[src/rtl/midi_voice_table.sv]
`default_nettype none
// +----------------------------------------------------------------------+
// | midi_voice_table: MIDI byte parser feeding a four-slot held-note table |
// | Revision: 1.0                                                        |
// +----------------------------------------------------------------------+
module midi_voice_table #(
  parameter int CHANNEL = 0,
  parameter int OMNI    = 1
) (
  input  logic        clk_in,
  input  logic        rst_in,
  input  logic [7:0]  midi_byte_in,
  input  logic        midi_byte_valid_in,
  output logic [4:0]  on_array_out,
  output logic [15:0] midi_burst_data_out [4:0],
  output logic        midi_burst_change_out,
  output logic [2:0]  voice_count_out,
  output logic        dropped_note_out,
  output logic        overrun_out
);

  localparam logic [2:0] c_WAIT_STATUS = 3'd0;
  localparam logic [2:0] c_WAIT_D1     = 3'd1;
  localparam logic [2:0] c_WAIT_D2     = 3'd2;
  localparam logic [2:0] c_SKIP        = 3'd3;
  localparam logic [2:0] c_UPDATE      = 3'd4;

  localparam logic [3:0] c_CHANNEL     = CHANNEL[3:0];
  localparam logic [3:0] c_NOTE_OFF    = 4'h8;
  localparam logic [3:0] c_NOTE_ON     = 4'h9;
  localparam logic [3:0] c_CTRL        = 4'hB;
  localparam logic [7:0] c_ALL_OFF     = 8'd123;

  logic [2:0]  r_state_q, w_state_d;
  logic [3:0]  r_status_q, w_status_d;
  logic [7:0]  r_d1_q, w_d1_d;
  logic [7:0]  r_d2_q, w_d2_d;
  logic [4:0]  r_on_q, w_on_d;
  logic [15:0] r_data_q [4:0];
  logic [15:0] w_data_d [4:0];
  logic        r_change_q, w_change_d;
  logic        r_dropped_q, w_dropped_d;
  logic        r_overrun_q, w_overrun_d;

  logic        w_is_rt, w_is_status, w_is_data, w_chan_ok, w_voice_msg;
  logic        w_match_hit, w_free_hit;
  logic [2:0]  w_match_idx, w_free_idx;
  logic        w_note_on, w_note_off;
  logic [2:0]  w_count;

  assign w_is_rt     = midi_byte_valid_in && (midi_byte_in >= 8'hF8);
  assign w_is_status = midi_byte_valid_in && midi_byte_in[7] && !w_is_rt;
  assign w_is_data   = midi_byte_valid_in && !midi_byte_in[7];
  assign w_chan_ok   = (OMNI != 0) || (midi_byte_in[3:0] == c_CHANNEL);
  assign w_voice_msg = w_chan_ok && ((midi_byte_in[7:4] == c_NOTE_OFF) ||
                                     (midi_byte_in[7:4] == c_NOTE_ON) ||
                                     (midi_byte_in[7:4] == c_CTRL));

  assign w_note_on  = (r_status_q == c_NOTE_ON) && (r_d2_q != 8'd0);
  assign w_note_off = (r_status_q == c_NOTE_OFF) ||
                      ((r_status_q == c_NOTE_ON) && (r_d2_q == 8'd0));

  // Descending scans so the lowest matching/free slot wins; slot 0 is never searched.
  always_comb begin
    w_match_hit = 1'b0;
    w_match_idx = 3'd0;
    w_free_hit  = 1'b0;
    w_free_idx  = 3'd0;
    for (int i = 4; i >= 1; i--) begin
      if (r_on_q[i] && (r_data_q[i][15:8] == r_d1_q)) begin
        w_match_hit = 1'b1;
        w_match_idx = i[2:0];
      end
      if (!r_on_q[i]) begin
        w_free_hit = 1'b1;
        w_free_idx = i[2:0];
      end
    end
  end

  always_comb begin
    w_state_d   = r_state_q;
    w_status_d  = r_status_q;
    w_d1_d      = r_d1_q;
    w_d2_d      = r_d2_q;
    w_on_d      = r_on_q;
    w_data_d    = r_data_q;
    w_change_d  = 1'b0;
    w_dropped_d = 1'b0;
    w_overrun_d = 1'b0;

    if (r_state_q == c_UPDATE) begin
      w_state_d   = c_WAIT_D1;
      w_overrun_d = midi_byte_valid_in && !w_is_rt;
      if (w_note_on) begin
        if (w_match_hit) begin
          w_data_d[w_match_idx][7:0] = r_d2_q;
          w_change_d                 = 1'b1;
        end else if (w_free_hit) begin
          w_data_d[w_free_idx] = {r_d1_q, r_d2_q};
          w_on_d[w_free_idx]   = 1'b1;
          w_change_d           = 1'b1;
        end else begin
          w_dropped_d = 1'b1;
        end
      end else if (w_note_off) begin
        if (w_match_hit) begin
          w_data_d[w_match_idx] = 16'd0;
          w_on_d[w_match_idx]   = 1'b0;
          w_change_d            = 1'b1;
        end
      end else if ((r_status_q == c_CTRL) && (r_d1_q == c_ALL_OFF)) begin
        w_on_d     = 5'd0;
        w_change_d = |r_on_q;
        for (int i = 0; i < 5; i++) begin
          w_data_d[i] = 16'd0;
        end
      end
    end else if (w_is_status) begin
      if (w_voice_msg) begin
        w_status_d = midi_byte_in[7:4];
        w_state_d  = c_WAIT_D1;
      end else begin
        w_status_d = 4'd0;
        w_state_d  = c_SKIP;
      end
    end else if (w_is_data) begin
      if (r_state_q == c_WAIT_D1) begin
        w_d1_d    = midi_byte_in;
        w_state_d = c_WAIT_D2;
      end else if (r_state_q == c_WAIT_D2) begin
        w_d2_d    = midi_byte_in;
        w_state_d = c_UPDATE;
      end
    end
  end

  always_ff @(posedge clk_in) begin
    if (rst_in) begin
      r_state_q   <= c_WAIT_STATUS;
      r_status_q  <= 4'd0;
      r_d1_q      <= 8'd0;
      r_d2_q      <= 8'd0;
      r_on_q      <= 5'd0;
      r_data_q    <= '{default: 16'd0};
      r_change_q  <= 1'b0;
      r_dropped_q <= 1'b0;
      r_overrun_q <= 1'b0;
    end else begin
      r_state_q   <= w_state_d;
      r_status_q  <= w_status_d;
      r_d1_q      <= w_d1_d;
      r_d2_q      <= w_d2_d;
      r_on_q      <= w_on_d;
      r_data_q    <= w_data_d;
      r_change_q  <= w_change_d;
      r_dropped_q <= w_dropped_d;
      r_overrun_q <= w_overrun_d;
    end
  end

  always_comb begin
    w_count = 3'd0;
    for (int i = 0; i < 5; i++) begin
      w_count = w_count + {2'b00, r_on_q[i]};
    end
  end

  assign on_array_out          = r_on_q;
  assign midi_burst_data_out   = r_data_q;
  assign midi_burst_change_out = r_change_q;
  assign voice_count_out       = w_count;
  assign dropped_note_out      = r_dropped_q;
  assign overrun_out           = r_overrun_q;

endmodule
`default_nettype wire
[config.mk]
export PLATFORM = sky130hd
export DESIGN_NAME = midi_voice_table
export DESIGN_NICKNAME = d
export VERILOG_FILES = /design/src/rtl/midi_voice_table.sv
export SDC_FILE = /design/constraint.sdc
export NUM_CORES = 1
export LEC_CHECK = 0
export ABC_AREA = 1
export BUFFER_PORTS_ARGS = -buffer_cell sky130_fd_sc_hd__buf_2
export CORE_MARGIN = 1.5
export CORE_UTILIZATION = 30
export CTS_CLUSTER_DIAMETER = 60
export DETAILED_ROUTE_END_ITERATION = 16
export REMOVE_ABC_BUFFERS = 1
export SYNTH_ARGS = -nofsm -noshare
export SYNTH_HDL_FRONTEND = slang
export SYNTH_SLANG_ARGS = --single-unit
[constraint.sdc]
create_clock -name clk_in -period 2.91 [get_ports clk_in]
set_input_delay 0.4365 -clock clk_in [delete_from_list [all_inputs] [get_ports clk_in]]
set_output_delay 0.4365 -clock clk_in [all_outputs]
set_load 0.005 [all_outputs]
After elaboration in Yosys (flattened, before gate mapping)
Index checks and enable logic that the tools add are counted.
{"block": "totals", "ff_bits": 111, "input_bits": 11, "out_inout_bits": 91, "word_cells": 141}
{"block": "op_classes", "n_addsub": 4, "order_cmp": 5, "n_eq_ne": 18, "muxes": 54, "bitwise_logic": 9, "reduce_logical": 37}
{"cell": "80-bit 2-to-1 mux", "count": 6}
{"cell": "80-bit bitwise mux", "count": 2}
{"cell": "16-bit demux with 3-bit select", "count": 3}
{"cell": "80-bit AND", "count": 1}
{"cell": "80-bit NOT", "count": 1}
{"cell": "3-bit 2-to-1 mux", "count": 12}
{"cell": "8-bit equality test", "count": 4}
{"cell": "16-bit 2-to-1 mux", "count": 2}
{"cell": "5-bit 2-to-1 mux", "count": 6}
{"cell": "4-bit equality test, second input constant", "count": 6}
{"cell": "1-bit 2-to-1 mux", "count": 18}
{"cell": "1-bit logical AND", "count": 14}
{"cell": "5-bit AND reduction", "count": 2}
{"cell": "3-bit nonzero test", "count": 3}
{"cell": "8-bit by 7-bit equality test with 1-bit output, second input constant", "count": 1}
{"cell": "8-bit >= comparator, second input constant", "count": 1}
{"cell": "8-bit zero test", "count": 1}
{"cell": "3-bit by 4-bit less-than comparator with 1-bit output, second input constant", "count": 2}
{"cell": "8-bit 2-to-1 mux", "count": 1}
{"cell": "4-bit AND reduction", "count": 2}
{"cell": "8-bit nonzero test", "count": 1}
{"cell": "3-bit by 1-bit adder with 3-bit output", "count": 2}
{"cell": "1-bit demux with 3-bit select", "count": 2}
{"cell": "3-bit by 1-bit >= comparator with 1-bit output, second input constant", "count": 2}
{"cell": "other kinds (21)", "count": 32}

Longest topological paths before layout
{"block": "depth", "depth_word": 15, "depth_mapped": 17, "depth_no_buf": 15}

Worst setup path after synthesis
OpenSTA, ideal clock, no wires.
{"block": "synth_timing", "path_type": "reg-to-reg", "startpoint": "register r_on_q[2] (netlist: on_array_out[2])", "endpoint": "register r_data_q, in the netlist midi_burst_data_out[32]", "arrival_ns": 1.908, "required_ns": 2.840, "setup_slack_ns": 0.931, "stages_incl_launch_ff": 15, "synth_period_minus_slack_ns": 1.979, "path_cell_list": "dfxtp_1 buf_2 inv_1 a21oi_1 nand2_1 nor2_1 nand3_2 nand2_1 nor2_4 buf_4 nand2_1 nand3_1 nand2_1 nand2_1 a21oi_1"}
{"block": "synth_via", "elab_chain_len": 12, "elab_cells_between_ends": 33}
{"element": "start: declaration", "line": "38", "text": "logic [4:0] r_on_q, w_on_d;"}
{"element": "start signal: assignment", "line": "154", "text": "r_on_q <= w_on_d;"}
{"element": "1-bit logical AND", "line": "70", "text": "if (r_on_q[i] && (r_data_q[i][15:8] == r_d1_q)) begin"}
{"element": "3-bit 2-to-1 mux (2 in series)", "line": "70"}
{"element": "3-bit by 4-bit less-than comparator with 1-bit output (implied by the code) / 3-bit by 1-bit >= comparator with 1-bit output (equally long branches)", "line": "97, 108"}
{"element": "1-bit logical AND (implied by the code)", "line": "97, 108"}
{"element": "16-bit 2-to-1 mux (implied by the code)", "line": "108", "text": "w_data_d[w_match_idx] = 16'd0;"}
{"element": "16-bit demux with 3-bit select", "line": "108"}
{"element": "80-bit NOT (no source line)"}
{"element": "80-bit AND (no source line)"}
{"element": "80-bit 2-to-1 mux", "line": "107", "text": "if (w_match_hit) begin"}
{"element": "80-bit 2-to-1 mux", "line": "106", "text": "end else if (w_note_off) begin"}
{"element": "80-bit 2-to-1 mux", "line": "95", "text": "if (w_note_on) begin"}
{"element": "end signal: assignment", "line": "155", "text": "r_data_q <= w_data_d;"}
{"element": "end: declaration", "line": "39", "text": "logic [15:0] r_data_q [4:0];"}
Several ways; a longest one is shown, not always the timed one. The select of a mux whose other input is x is not followed.
A chain may end at the register's enable or synchronous reset.

Worst setup path after layout
{"block": "layout_timing", "startpoint": "register r_on_q[1] (netlist: on_array_out[1])", "endpoint": "output voice_count_out[1]"}
{"block": "layout_via", "elab_chain_len": 4}
{"element": "1-bit by 1-bit adder with 2-bit output", "line": "165", "text": "w_count = w_count + {2'b00, r_on_q[i]};"}
{"element": "2-bit by 1-bit adder with 3-bit output", "line": "165"}
{"element": "3-bit by 1-bit adder with 3-bit output (2 in series)", "line": "165"}
{"element": "end: declaration", "line": "17", "text": "output logic [2:0] voice_count_out,"}
Every way passes these cells.

==> reports/results.ini <==
[worst_setup_path]
rrSetupSlack_ns=0.30
critPathCaptureType=output pin
cp.arrival_ns=2.18
start_kind=flop
worstPathRequired_ns=2.47
r2r-start=r_d1_q[7]$_SDFFE_PP0P_
r2r_cells=13
cp_max_fo=16
crit_type=flop to output pin
timing.rr.end=midi_burst_data_out[62]$_SDFFE_PP0P_

[status]
violations=design-rule violations
status=finished, violations left

[placement]
dpl_worst_slack_ns=0.140
hpwl_mm=16.4
placedInstanceArea_um2=7600
numPortBuffers=101
globalplace.congestion=0.921

[finish]
multi_input_area_um2=3970
final_area_um2=7930
antenna_cells=0
syn2layout_area_growth_pct=17.4
nFillCells=2382
drive_above_1_share=0.161
final_util=0.361
nNetsFinal=1227
seqCellArea_um2=2230

[detailed_routing]
antenna_left=0
vias=7480
viasPerCell=5.00
wl_per_cell_um=15.1
dr.pass1.iters=11
drt_iter0_drc=633
routed_wl_mm=22.6
drc=4

[yosys]
synthDistinctLibCells=32
ys.warnings.count=0
avgSynthCellArea_um2=6.02
synth-async-reset-ratio=0
synthTopCellsByCount=389 x nand2_1, 171 x nand3_1, 116 x nor2_1, 111 x dfxtp_1, 94 x a21oi_1
yosysMostFrequentCell=nand2_1
synth-seq-area-share=0.329
ys_ff_latch=111
synth_edf_count=0
synthCells=1122
yosys.area.top_type=dfxtp_1
synthesis.area_um2=6750
synth_area_leaders=dfxtp_1 33%, nand2_1 22%, nand3_1 13%, a21oi_1 7.0%, nor2_1 6.4%
ys.flop_type=dfxtp_1
synth_top_area_frac=0.329

[die]
die_h_um=153
initial_core_util=0.308
floorplan.rows=54
die_w_um=153
io_pins=102
coreArea_um2=22000
die_area_um2=23400

[global_route]
grt_usage=0.195
grt_max_degree=68
antenna_found_initial=0
grt_overflow=0
first_global_vias=6880
grt_pass1_wl_mm=36.9

[sta]
min_period_ns=2.61
hold_viol=0
rsz0062_at_grt=no
post-route-period-util=0.898
maxSlewViolCount=0
finalSetupViolations=0
setup_tns_ns=0
finalWorstSetupSlack_ns=0.298
worst_slew_pin_slew_ns=0.747
finClkSkew_ns=0.0121
relSlewSlack=0.502
max_freq_ghz=0.383

[clock_tree]
clock_path_buffers=2
clk_pin_slew_ns=0.07
htree_levels=3
cts_sinks=111
cts_root_buf=clkbuf_16
cts_inserted_buffers=9
insertion_delay_ns=0.37
postCtsSetupRepairBufs=0
cts_tree=done

[power]
power.density_nw_per_um2=402
ir_worst_vdd_mv=0.246
finalPower_mw=3.19
p_leak_nw=3.54

[worst_hold_path]
hold_depth=3
whs_endpoint=overrun_out$_SDFF_PP0_
hold_path.class=input pin to flop
hold_start=midi_byte_valid_in

[run]
maxCapViolCount=0

[registers in the layout, indices dropped and copies added, names as in the netlist]
register,flops
dropped_note_out,1
r_d1_q,8
overrun_out,1
midi_burst_data_out,80
r_state_q,3
r_d2_q,8
r_status_q,4
on_array_out,5
midi_burst_change_out,1
[power breakdown]
| part | leakage (nW) | internal (mW) | switching [mW] |
|---|---|---|---|
| logic | 2.49 | 0.0698 | 0.175 |
| clock network | 0.153 | 0.762 | 0.622 |
| registers | 0.896 | 1.53 | 0.0230 |
[worst max-delay path: stages, from the launching register on]
cell and delay, ns:
dfxtp_1 0.34, buf_4 0.24, fa_1 0.46, fa_1 0.38
ha_1 0.27, buf_2 0.12
[final cells by class]
type                            count  area share
Multi-Input combinational cell    876       0.501
Sequential cell                   111       0.281
Timing Repair Buffer              132      0.0947
Tap cell                          280      0.0442
Inverter                           82      0.0391
Clock buffer                       10      0.0289
Clock inverter                      6      0.0114
[cells by family (layout without fill, tap and decap cells)]
| group | after synthesis | after routing | synth area share |
|---|---|---|---|
| and+or+nand+nor | 743 | 743 | 0.477 |
| AOI/OAI and AO/OA | 124 | 124 | 0.0930 |
| DFF | 111 | 111 | 0.329 |
| buffers and inverters | 135 | 230 | 0.0849 |
| xor gates and xnor gates | 5 | 5 | 0.00648 |
| adders and majority gates | 4 | 4 | 0.00963 |
[through the flow]
step	std cells	hold slack, ns
3_3_place_gp	1481	0.427
3_5_place_dp	1481	0.430
4_1_cts	1497	0.335
6_report	1497	0.351
2_1_floorplan	1069	0.433
5_1_grt	1497	0.364
[cells in the final DEF, fill, tap and decap left out, drive strengths merged]
cell type,synthesis,final
nand2,399,399
nand3,176,176
nor2,133,133
buf,30,132
dfxtp,111,111
a21oi,94,94
inv,80,82
o21ai,28,28
nand4,22,22
clkbuf,23,10
nor3,8,8
xnor2,5,5
clkinv,2,3
nor2b,2,2
fa,2,2
ha,2,2
bufinv,0,2
and2,1,1
nor4,1,1
nor3b,1,1
o22ai,1,1
a211oi,1,1
clkinvlp,0,1
[timing repair]
| action | in CTS | in global routing |
|---|---|---|
| hold buffers | 0 | 0 |
| gates resized for setup | 0 | 4 |
| setup endpoints to repair | 0 | 38 |
[per-layer routing]
| layer | routed length, µm | track usage | part of all wire |
|---|---|---|---|
| met2 | 9960 | 0.305 | 0.44 |
| met3 | 1370 | 0.0354 | 0.060 |
| met5 | 0 | 0 | 0 |
| met4 | 641 | 0.0752 | 0.028 |
| met1 | 10700 | 0.265 | 0.47 |
[how the worst max path moves through the flow]
stage                            startpoint                                    to  slack, ns  depth (start not counted)
3_3_place_gp         r_d1_q[2]$_SDFFE_PP0P_  midi_burst_data_out[79]$_SDFFE_PP0P_       0.21                         11
4_1_cts              r_d1_q[2]$_SDFFE_PP0P_  midi_burst_data_out[79]$_SDFFE_PP0P_       0.13                         11
2_1_floorplan        r_d2_q[7]$_SDFFE_PP0P_  midi_burst_data_out[32]$_SDFFE_PP0P_      -1.01                         11
3_5_place_dp         r_d1_q[2]$_SDFFE_PP0P_  midi_burst_data_out[79]$_SDFFE_PP0P_       0.14                         11
5_1_grt              r_d1_q[7]$_SDFFE_PP0P_  midi_burst_data_out[60]$_SDFFE_PP0P_       0.04                         13
6_report       on_array_out[1]$_SDFFE_PP0P_                    voice_count_out[1]       0.30                          5
No activity file was read; power rests on OpenSTA's default activity.
